File: src/rtl/rf_writeback_arbiter_if.sv
// Result/handshake bundle between the register-file writeback arbiter and its producers.
// Bypass taps exist only when RF_WB_BYPASS_EN is defined.
interface rf_writeback_arbiter_if #(
  parameter int DEPTH = 4
) ();
  localparam int CW = $clog2(DEPTH) + 1;

  logic          wb_valid;
  logic [4:0]    wb_reg;
  logic          wb_mem_to_reg;
  logic [31:0]   wb_alu_result;
  logic [31:0]   wb_mem_data;
  logic          ll_valid;
  logic          ll_ready;
  logic [4:0]    ll_reg;
  logic [31:0]   ll_data;
  logic          stall_pipe;
  logic [31:0]   pending;
  logic [CW-1:0] ll_count;
  logic          write;
  logic [4:0]    writereg;
  logic [31:0]   writedata;
`ifdef RF_WB_BYPASS_EN
  logic [4:0]    byp_rs;
  logic [4:0]    byp_rt;
  logic          byp_rs_hit;
  logic          byp_rt_hit;
  logic [31:0]   byp_rs_data;
  logic [31:0]   byp_rt_data;

  modport master (
    output wb_valid, wb_reg, wb_mem_to_reg, wb_alu_result, wb_mem_data,
    output ll_valid, ll_reg, ll_data, byp_rs, byp_rt,
    input  ll_ready, stall_pipe, pending, ll_count, write, writereg, writedata,
    input  byp_rs_hit, byp_rt_hit, byp_rs_data, byp_rt_data
  );
  modport slave (
    input  wb_valid, wb_reg, wb_mem_to_reg, wb_alu_result, wb_mem_data,
    input  ll_valid, ll_reg, ll_data, byp_rs, byp_rt,
    output ll_ready, stall_pipe, pending, ll_count, write, writereg, writedata,
    output byp_rs_hit, byp_rt_hit, byp_rs_data, byp_rt_data
  );
`else
  modport master (
    output wb_valid, wb_reg, wb_mem_to_reg, wb_alu_result, wb_mem_data,
    output ll_valid, ll_reg, ll_data,
    input  ll_ready, stall_pipe, pending, ll_count, write, writereg, writedata
  );
  modport slave (
    input  wb_valid, wb_reg, wb_mem_to_reg, wb_alu_result, wb_mem_data,
    input  ll_valid, ll_reg, ll_data,
    output ll_ready, stall_pipe, pending, ll_count, write, writereg, writedata
  );
`endif
endinterface

File: src/rtl/rf_writeback_arbiter.sv
// Merges the in-order MEM/WB stream and a FIFO of long-latency results onto the register file write port.
// Optional macro RF_WB_BYPASS_EN adds combinational same-cycle bypass taps on the write port.
module rf_writeback_arbiter #(
  parameter int DEPTH        = 4,
  parameter int STARVE_LIMIT = 8,
  parameter int ZERO_DISCARD = 1
) (
  input  logic                  clk,
  input  logic                  rst_n,
  rf_writeback_arbiter_if.slave bus
);
  localparam int PW = $clog2(DEPTH);
  localparam int CW = $clog2(DEPTH) + 1;
  localparam int SW = $clog2(STARVE_LIMIT + 1);
  localparam logic [CW-1:0] DEPTH_C = CW'(DEPTH);
  localparam logic [SW-1:0] LIMIT_C = SW'(STARVE_LIMIT);
  localparam logic          ZD_C    = (ZERO_DISCARD != 0);

  logic [4:0]       r_reg_mem  [DEPTH];
  logic [31:0]      r_data_mem [DEPTH];
  logic [DEPTH-1:0] r_vld;
  logic [PW-1:0]    r_wr_ptr;
  logic [PW-1:0]    r_rd_ptr;
  logic [CW-1:0]    r_count;
  logic [SW-1:0]    r_starve;
  logic             r_stall;
  logic             r_write;
  logic [4:0]       r_writereg;
  logic [31:0]      r_writedata;

  logic             w_empty;
  logic             w_ready;
  logic             w_wb_take;
  logic             w_enq;
  logic             w_deq;
  logic [31:0]      w_pending;

  // Arbitration: a zero-destination request is invisible, so the FIFO head may win instead.
  always_comb begin
    w_empty   = (r_count == {CW{1'b0}});
    w_ready   = (r_count < DEPTH_C);
    w_wb_take = bus.wb_valid & ~(ZD_C & (bus.wb_reg == 5'd0));
    w_enq     = bus.ll_valid & w_ready & ~(ZD_C & (bus.ll_reg == 5'd0));
    w_deq     = ~w_wb_take & ~w_empty;
  end

  // Pending-destination decode over live FIFO entries.
  always_comb begin
    w_pending = 32'd0;
    for (int i = 0; i < DEPTH; i++) begin
      w_pending = w_pending | (32'(r_vld[i]) << r_reg_mem[i]);
    end
  end

  // FIFO storage, pointers and occupancy.
  always_ff @(posedge clk or negedge rst_n) begin
    if (!rst_n) begin
      for (int i = 0; i < DEPTH; i++) begin
        r_reg_mem[i]  <= 5'd0;
        r_data_mem[i] <= 32'd0;
      end
      r_vld    <= {DEPTH{1'b0}};
      r_wr_ptr <= {PW{1'b0}};
      r_rd_ptr <= {PW{1'b0}};
      r_count  <= {CW{1'b0}};
    end else begin
      if (w_enq) begin
        r_reg_mem[r_wr_ptr]  <= bus.ll_reg;
        r_data_mem[r_wr_ptr] <= bus.ll_data;
        r_vld[r_wr_ptr]      <= 1'b1;
        r_wr_ptr             <= r_wr_ptr + PW'(1);
      end
      if (w_deq) begin
        r_vld[r_rd_ptr] <= 1'b0;
        r_rd_ptr        <= r_rd_ptr + PW'(1);
      end
      case ({w_enq, w_deq})
        2'b10:   r_count <= r_count + CW'(1);
        2'b01:   r_count <= r_count - CW'(1);
        default: r_count <= r_count;
      endcase
    end
  end

  // Registered write port.
  always_ff @(posedge clk or negedge rst_n) begin
    if (!rst_n) begin
      r_write     <= 1'b0;
      r_writereg  <= 5'd0;
      r_writedata <= 32'd0;
    end else if (w_wb_take) begin
      r_write     <= 1'b1;
      r_writereg  <= bus.wb_reg;
      r_writedata <= bus.wb_mem_to_reg ? bus.wb_mem_data : bus.wb_alu_result;
    end else if (w_deq) begin
      r_write     <= 1'b1;
      r_writereg  <= r_reg_mem[r_rd_ptr];
      r_writedata <= r_data_mem[r_rd_ptr];
    end else begin
      r_write     <= 1'b0;
    end
  end

  // Starvation counter; only a pipe win over a non-empty FIFO can leave both branches untaken.
  always_ff @(posedge clk or negedge rst_n) begin
    if (!rst_n) begin
      r_starve <= {SW{1'b0}};
      r_stall  <= 1'b0;
    end else if (w_deq || w_empty) begin
      r_starve <= {SW{1'b0}};
      r_stall  <= 1'b0;
    end else begin
      r_starve <= (r_starve == LIMIT_C) ? r_starve : r_starve + SW'(1);
      r_stall  <= r_stall | (r_starve >= LIMIT_C - SW'(1));
    end
  end

  assign bus.ll_ready   = w_ready;
  assign bus.ll_count   = r_count;
  assign bus.pending    = w_pending;
  assign bus.stall_pipe = r_stall;
  assign bus.write      = r_write;
  assign bus.writereg   = r_writereg;
  assign bus.writedata  = r_writedata;

`ifdef RF_WB_BYPASS_EN
  assign bus.byp_rs_hit  = r_write & (r_writereg == bus.byp_rs) & (r_writereg != 5'd0);
  assign bus.byp_rt_hit  = r_write & (r_writereg == bus.byp_rt) & (r_writereg != 5'd0);
  assign bus.byp_rs_data = r_writedata;
  assign bus.byp_rt_data = r_writedata;
`endif
endmodule
File: src/flat_wrapper.sv
// flat-port wrapper written by rule: the top's interface ports become plain ports
module rf_writeback_arbiter_flat 
#(
  parameter int DEPTH        = 4,
  parameter int STARVE_LIMIT = 8,
  parameter int ZERO_DISCARD = 1
)
  (clk, rst_n, bus_wb_valid, bus_wb_reg, bus_wb_mem_to_reg, bus_wb_alu_result, bus_wb_mem_data, bus_ll_valid, bus_ll_reg, bus_ll_data, bus_ll_ready, bus_stall_pipe, bus_pending, bus_ll_count, bus_write, bus_writereg, bus_writedata);
  rf_writeback_arbiter_if #(.DEPTH(DEPTH)) bus_i ();
  input  logic clk;
  input  logic rst_n;
  input wire logic [$bits(bus_i.wb_valid)-1:0] bus_wb_valid;
  input wire logic [$bits(bus_i.wb_reg)-1:0] bus_wb_reg;
  input wire logic [$bits(bus_i.wb_mem_to_reg)-1:0] bus_wb_mem_to_reg;
  input wire logic [$bits(bus_i.wb_alu_result)-1:0] bus_wb_alu_result;
  input wire logic [$bits(bus_i.wb_mem_data)-1:0] bus_wb_mem_data;
  input wire logic [$bits(bus_i.ll_valid)-1:0] bus_ll_valid;
  input wire logic [$bits(bus_i.ll_reg)-1:0] bus_ll_reg;
  input wire logic [$bits(bus_i.ll_data)-1:0] bus_ll_data;
  output wire logic [$bits(bus_i.ll_ready)-1:0] bus_ll_ready;
  output wire logic [$bits(bus_i.stall_pipe)-1:0] bus_stall_pipe;
  output wire logic [$bits(bus_i.pending)-1:0] bus_pending;
  output wire logic [$bits(bus_i.ll_count)-1:0] bus_ll_count;
  output wire logic [$bits(bus_i.write)-1:0] bus_write;
  output wire logic [$bits(bus_i.writereg)-1:0] bus_writereg;
  output wire logic [$bits(bus_i.writedata)-1:0] bus_writedata;
  assign bus_i.wb_valid = bus_wb_valid;
  assign bus_i.wb_reg = bus_wb_reg;
  assign bus_i.wb_mem_to_reg = bus_wb_mem_to_reg;
  assign bus_i.wb_alu_result = bus_wb_alu_result;
  assign bus_i.wb_mem_data = bus_wb_mem_data;
  assign bus_i.ll_valid = bus_ll_valid;
  assign bus_i.ll_reg = bus_ll_reg;
  assign bus_i.ll_data = bus_ll_data;
  assign bus_ll_ready = bus_i.ll_ready;
  assign bus_stall_pipe = bus_i.stall_pipe;
  assign bus_pending = bus_i.pending;
  assign bus_ll_count = bus_i.ll_count;
  assign bus_write = bus_i.write;
  assign bus_writereg = bus_i.writereg;
  assign bus_writedata = bus_i.writedata;
  rf_writeback_arbiter #(.DEPTH(DEPTH), .STARVE_LIMIT(STARVE_LIMIT), .ZERO_DISCARD(ZERO_DISCARD)) u_core (.clk(clk), .rst_n(rst_n), .bus(bus_i));
endmodule
File: config.mk
export PLATFORM = sky130hd
export DESIGN_NAME = rf_writeback_arbiter_flat
export DESIGN_NICKNAME = d
export VERILOG_FILES = /design/src/rtl/rf_writeback_arbiter_if.sv /design/src/rtl/rf_writeback_arbiter.sv /design/src/flat_wrapper.sv
export SDC_FILE = /design/constraint.sdc
export NUM_CORES = 1
export LEC_CHECK = 0
export BUFFER_PORTS_ARGS = -buffer_cell sky130_fd_sc_hd__buf_2
export CAP_MARGIN = 0
export CORE_AREA = 5 5 236 123
export DETAILED_ROUTE_END_ITERATION = 6
export DIE_AREA = 0 0 241 128
export SLEW_MARGIN = 5
export SYNTH_ARGS = -nofsm -noshare
export SYNTH_HDL_FRONTEND = slang
export SYNTH_SLANG_ARGS = --single-unit
File: constraint.sdc
create_clock -name clk -period 1.9 [get_ports clk]
set_input_delay 0.38 -clock clk [delete_from_list [all_inputs] [get_ports clk]]
set_output_delay 0.38 -clock clk [all_outputs]
set_load 0.01 [all_outputs]
==> results by group <==
Synthesis
  • Sequential share of the synthesized area: 47.9%
  • Count of unique library cells instantiated by Yosys: 52
  • Area contributors post-synth: dfrtp_1 (48%), mux2_2 (11%), mux4_2 (7.9%)
  • Synthesized flop and latch total: 202
  • Mapped Cells: 833
  • Mapped Avg Cell Area: 12.7 µm²
  • Mapped Nets: around 960
  • Most common cell in the netlist: dfrtp_1
  • Fraction of registers with async set or reset after synthesis: 100%
  • Post-synth top area share: roughly 48%
  • Synth Flop Type: dfrtp_1
  • Most common library cells after synthesis: dfrtp_1 (202), mux2_2 (105), nand2_1 (69)
  • EDFF count, synth: 0
  • Post-synthesis instance area: 10500 µm²
  • Leading area contributor after synthesis: dfrtp_1
  • Synthesis Warnings: 0

CTS
  • CTS sink count: 202
  • Root Buffer: clkbuf_16
  • CTS tree: built
  • CTS Buf Count: 19
  • Number of H-tree levels: 1
  • Clock Latency Late Sink: about 0.49 ns
  • CTS max path bufs: 3
  • Clk pin slew, worst setup/hold paths: around 0.07 ns

Critical path
  • Critical path peak fanout: 4
  • Worst path max stage delay: roughly 0.4 ns
  • Worst setup path startpoint: u_core.r_reg_mem[0]$_DFFE_PN0P_
  • Category of the most critical setup path: flop to output port
  • CP cell instances: nand2b_4 > buf_4 > nor2_2 > buf_4 > a221oi_2 > nand2_1 > buf_2
  • Critical Path Start Type: flop
  • WP data required: roughly 1.5 ns
  • CP max stage cell: dfrtp_1
  • Worst r2r src: u_core.bus.ll_count[0]$_DFFE_PN0P_
  • Worst EP arrival: 1.94 ns
  • Most used cell, CP: buf_4
  • Crit. End Element: output port

Place
  • Placer Congestion: approximately 1
  • Number of I/O port buffers: 185
  • Post-detail-place hpwl: 24300 µm
  • Pre-CTS setup slack: -0.496 ns
  • Placed Cells: 1431

Min path
  • Worst min path class: input pin to flop
  • Worst Hold Launch: bus_wb_reg[1]

STA
  • Max-slew headroom: 46.5%
  • Setup Skew: 0.00859 ns
  • Tcrit/Tclk final: 122%
  • Max-slew violations: 0
  • WHS: 0.135 ns
  • Setup WS post-layout: -0.423 ns
  • Worst slew pin tran: 0.802 ns
  • Clock period minus worst slack: 2.32 ns
  • Unrepaired setup endpoints after global routing: yes
  • Setup-violating endpoint count in the final report: 32
  • Achievable Freq: 431 MHz
  • Final hold viol count: 0

Route
  • Via/cell ratio: approximately 5.5
  • DRT iter0 DRCs: 696
  • Mean routed wirelength per cell: 22.3 µm
  • Antenna Nets Post-Route: 0
  • Total wire length: 33200 µm
  • Vias: 8124
  • Pre-antenna DRT Iters: 5
  • Drt drc: 0

GRT
  • GRT Overall Usage: 20.9%
  • Largest net degree at the start of global routing: 72
  • Initial antenna violation count: 2
  • Gr ovfl total: 0
  • Vias in the first global route: around 8200
  • First-pass GRT wire length: 50100 µm

Floorplan
  • Initial core utilization: 39.1%
  • Row cnt: 43
  • Die area: 30800 µm²
  • Core area: 27000 µm²
  • Die Span X: 241 µm
  • Io pins: 186
  • Die Y: 128 µm

Power and ir drop
  • VDD IR max: 0.569 mV
  • Leakage power: 6.50 nW
  • Power Density: 1680 nW/µm²

Run status
  • Status: complete, but fails checks
  • Failing checks: setup timing

Cells and area
  • Post-Layout Cell Count: roughly 1500
  • Layout cell share with drive strength beyond 1: 55.4%
  • Final #Nets: 1241
  • Layout area overhead: 32.6%

Job
  • Max_cap viols: 0
## critical path: cells and delay by family, from the launching register on
family | cells | cell delay [ns]
buffers and inverters | 3 | 0.50
and+or+nand+nor | 3 | 0.31
DFF | 1 | 0.40
AOI/OAI and AO/OA | 1 | 0.24
## final timing paths
path / to / slack [ns] / depth (start not counted)
max: bus_pending[4] / -0.42 / 7
min: u_core.bus.writereg[1]$_DFFE_PN0P_ / 0.14 / 3
max reg2reg: u_core.bus.ll_count[2]$_DFFE_PN0P_ / 0.17 / 8
min reg2reg: u_core.r_data_mem[102]$_DFFE_PN0P_ / 0.50 / 1
max in group asynchronous: u_core.r_reg_mem[15]$_DFFE_PN0P_ / 0.88 / 3
min in group asynchronous: u_core.bus.writedata[27]$_DFFE_PN0P_ / 0.39 / 2
## kinds of logic (layout without fill, tap and decap cells)
group,count (synthesis),after routing,share of synthesized area (%)
muxes,225,225,28.9
other,0,1,0
and+or+nand+nor,167,167,7.65
xor gates and xnor gates,7,7,0.581
buffers and inverters,76,369,4.19
adders and majority gates,12,12,1.49
AOI/OAI and AO/OA,144,144,9.30
DFF,202,202,47.9
## report_power, final
| part | total (mW) | leakage (nW) | internal, mW | switching [mW] |
|---|---|---|---|---|
| logic | 11.8 | 3.82 | 6.37 | 5.40 |
| clock network | 3.58 | 0.281 | 1.97 | 1.61 |
| registers | 8.10 | 2.40 | 6.48 | 1.62 |
| total | 23.4 | 6.50 | 14.8 | 8.63 |
## repair_timing
| action | 4_1_cts | 5_1_grt |
|---|---|---|
| buffers inserted | 19 | 9 |
| hold buffers | 1 | 0 |
| endpoints found under the setup margin | 32 | 33 |
| resized for setup | 78 | 51 |
| pin swaps | 18 | 19 |
| hold endpoints to repair | 38 | 0 |
## cell usage in the layout, fill, tap and decap left out, drive strengths merged, types with 10 or more instances in the layout
| master | netlist | final |
|---|---|---|
| nor2 | 30 | 30 |
| nand2b | 11 | 11 |
| inv | 16 | 16 |
| clkbuf | 35 | 26 |
| buf | 25 | 322 |
| mux2 | 149 | 149 |
| nand2 | 73 | 73 |
| nand3 | 12 | 12 |
| o21ai | 10 | 10 |
| dfrtp | 202 | 202 |
| ha | 11 | 11 |
| a21oi | 41 | 41 |
| a22oi | 51 | 51 |
| mux4 | 37 | 37 |
| mux2i | 39 | 39 |
## state kept, by name, indices dropped and copies added (netlist names)
register	cells
u_core.r_rd_ptr	2
u_core.bus.writedata	32
u_core.bus.writereg	5
u_core.bus.ll_count	3
u_core.bus.write	1
u_core.r_starve	4
u_core.r_reg_mem	20
u_core.r_wr_ptr	2
u_core.r_vld	4
u_core.r_data_mem	128
u_core.bus.stall_pipe	1
## metrics by stage
stage | instance area, µm² | power (mW) | utilization, % | TNS (ns)
final | 14000 | 23.4 | 51.8 | -10.47
after detailed placement | 12700 | 18.5 | 47.1 | -49.22
after floorplan | 10600 | 14.2 | - | -2.76
after global routing | 14000 | 24.7 | 51.8 | -12.25
after CTS | 13700 | 23.0 | 50.8 | -10.88
after global placement | 12700 | 18.4 | 47.1 | -45.77
## metal layers
metal	vias up	global-route usage, %	routed length [µm]
met1	4106	33.4	16100
li1	3664	-	-
met3	52	6.71	3210
met2	300	27.8	13200
met4	2	3.51	607
met5	-	0	13
## final cells by class
| class | count | area, µm² |
|---|---|---|
| clock inverter | 4 | 20.0 |
| tap | 360 | 450 |
| inverter | 16 | 60.1 |
| sequential | 202 | 5080 |
| multi-input combinational | 555 | 5480 |
| antenna | 1 | 2.50 |
| fill | 2416 | 13000 |
| clock buffer | 25 | 538 |
| timing repair buffer | 324 | 2350 |
Power figures use the tool's default switching activity.
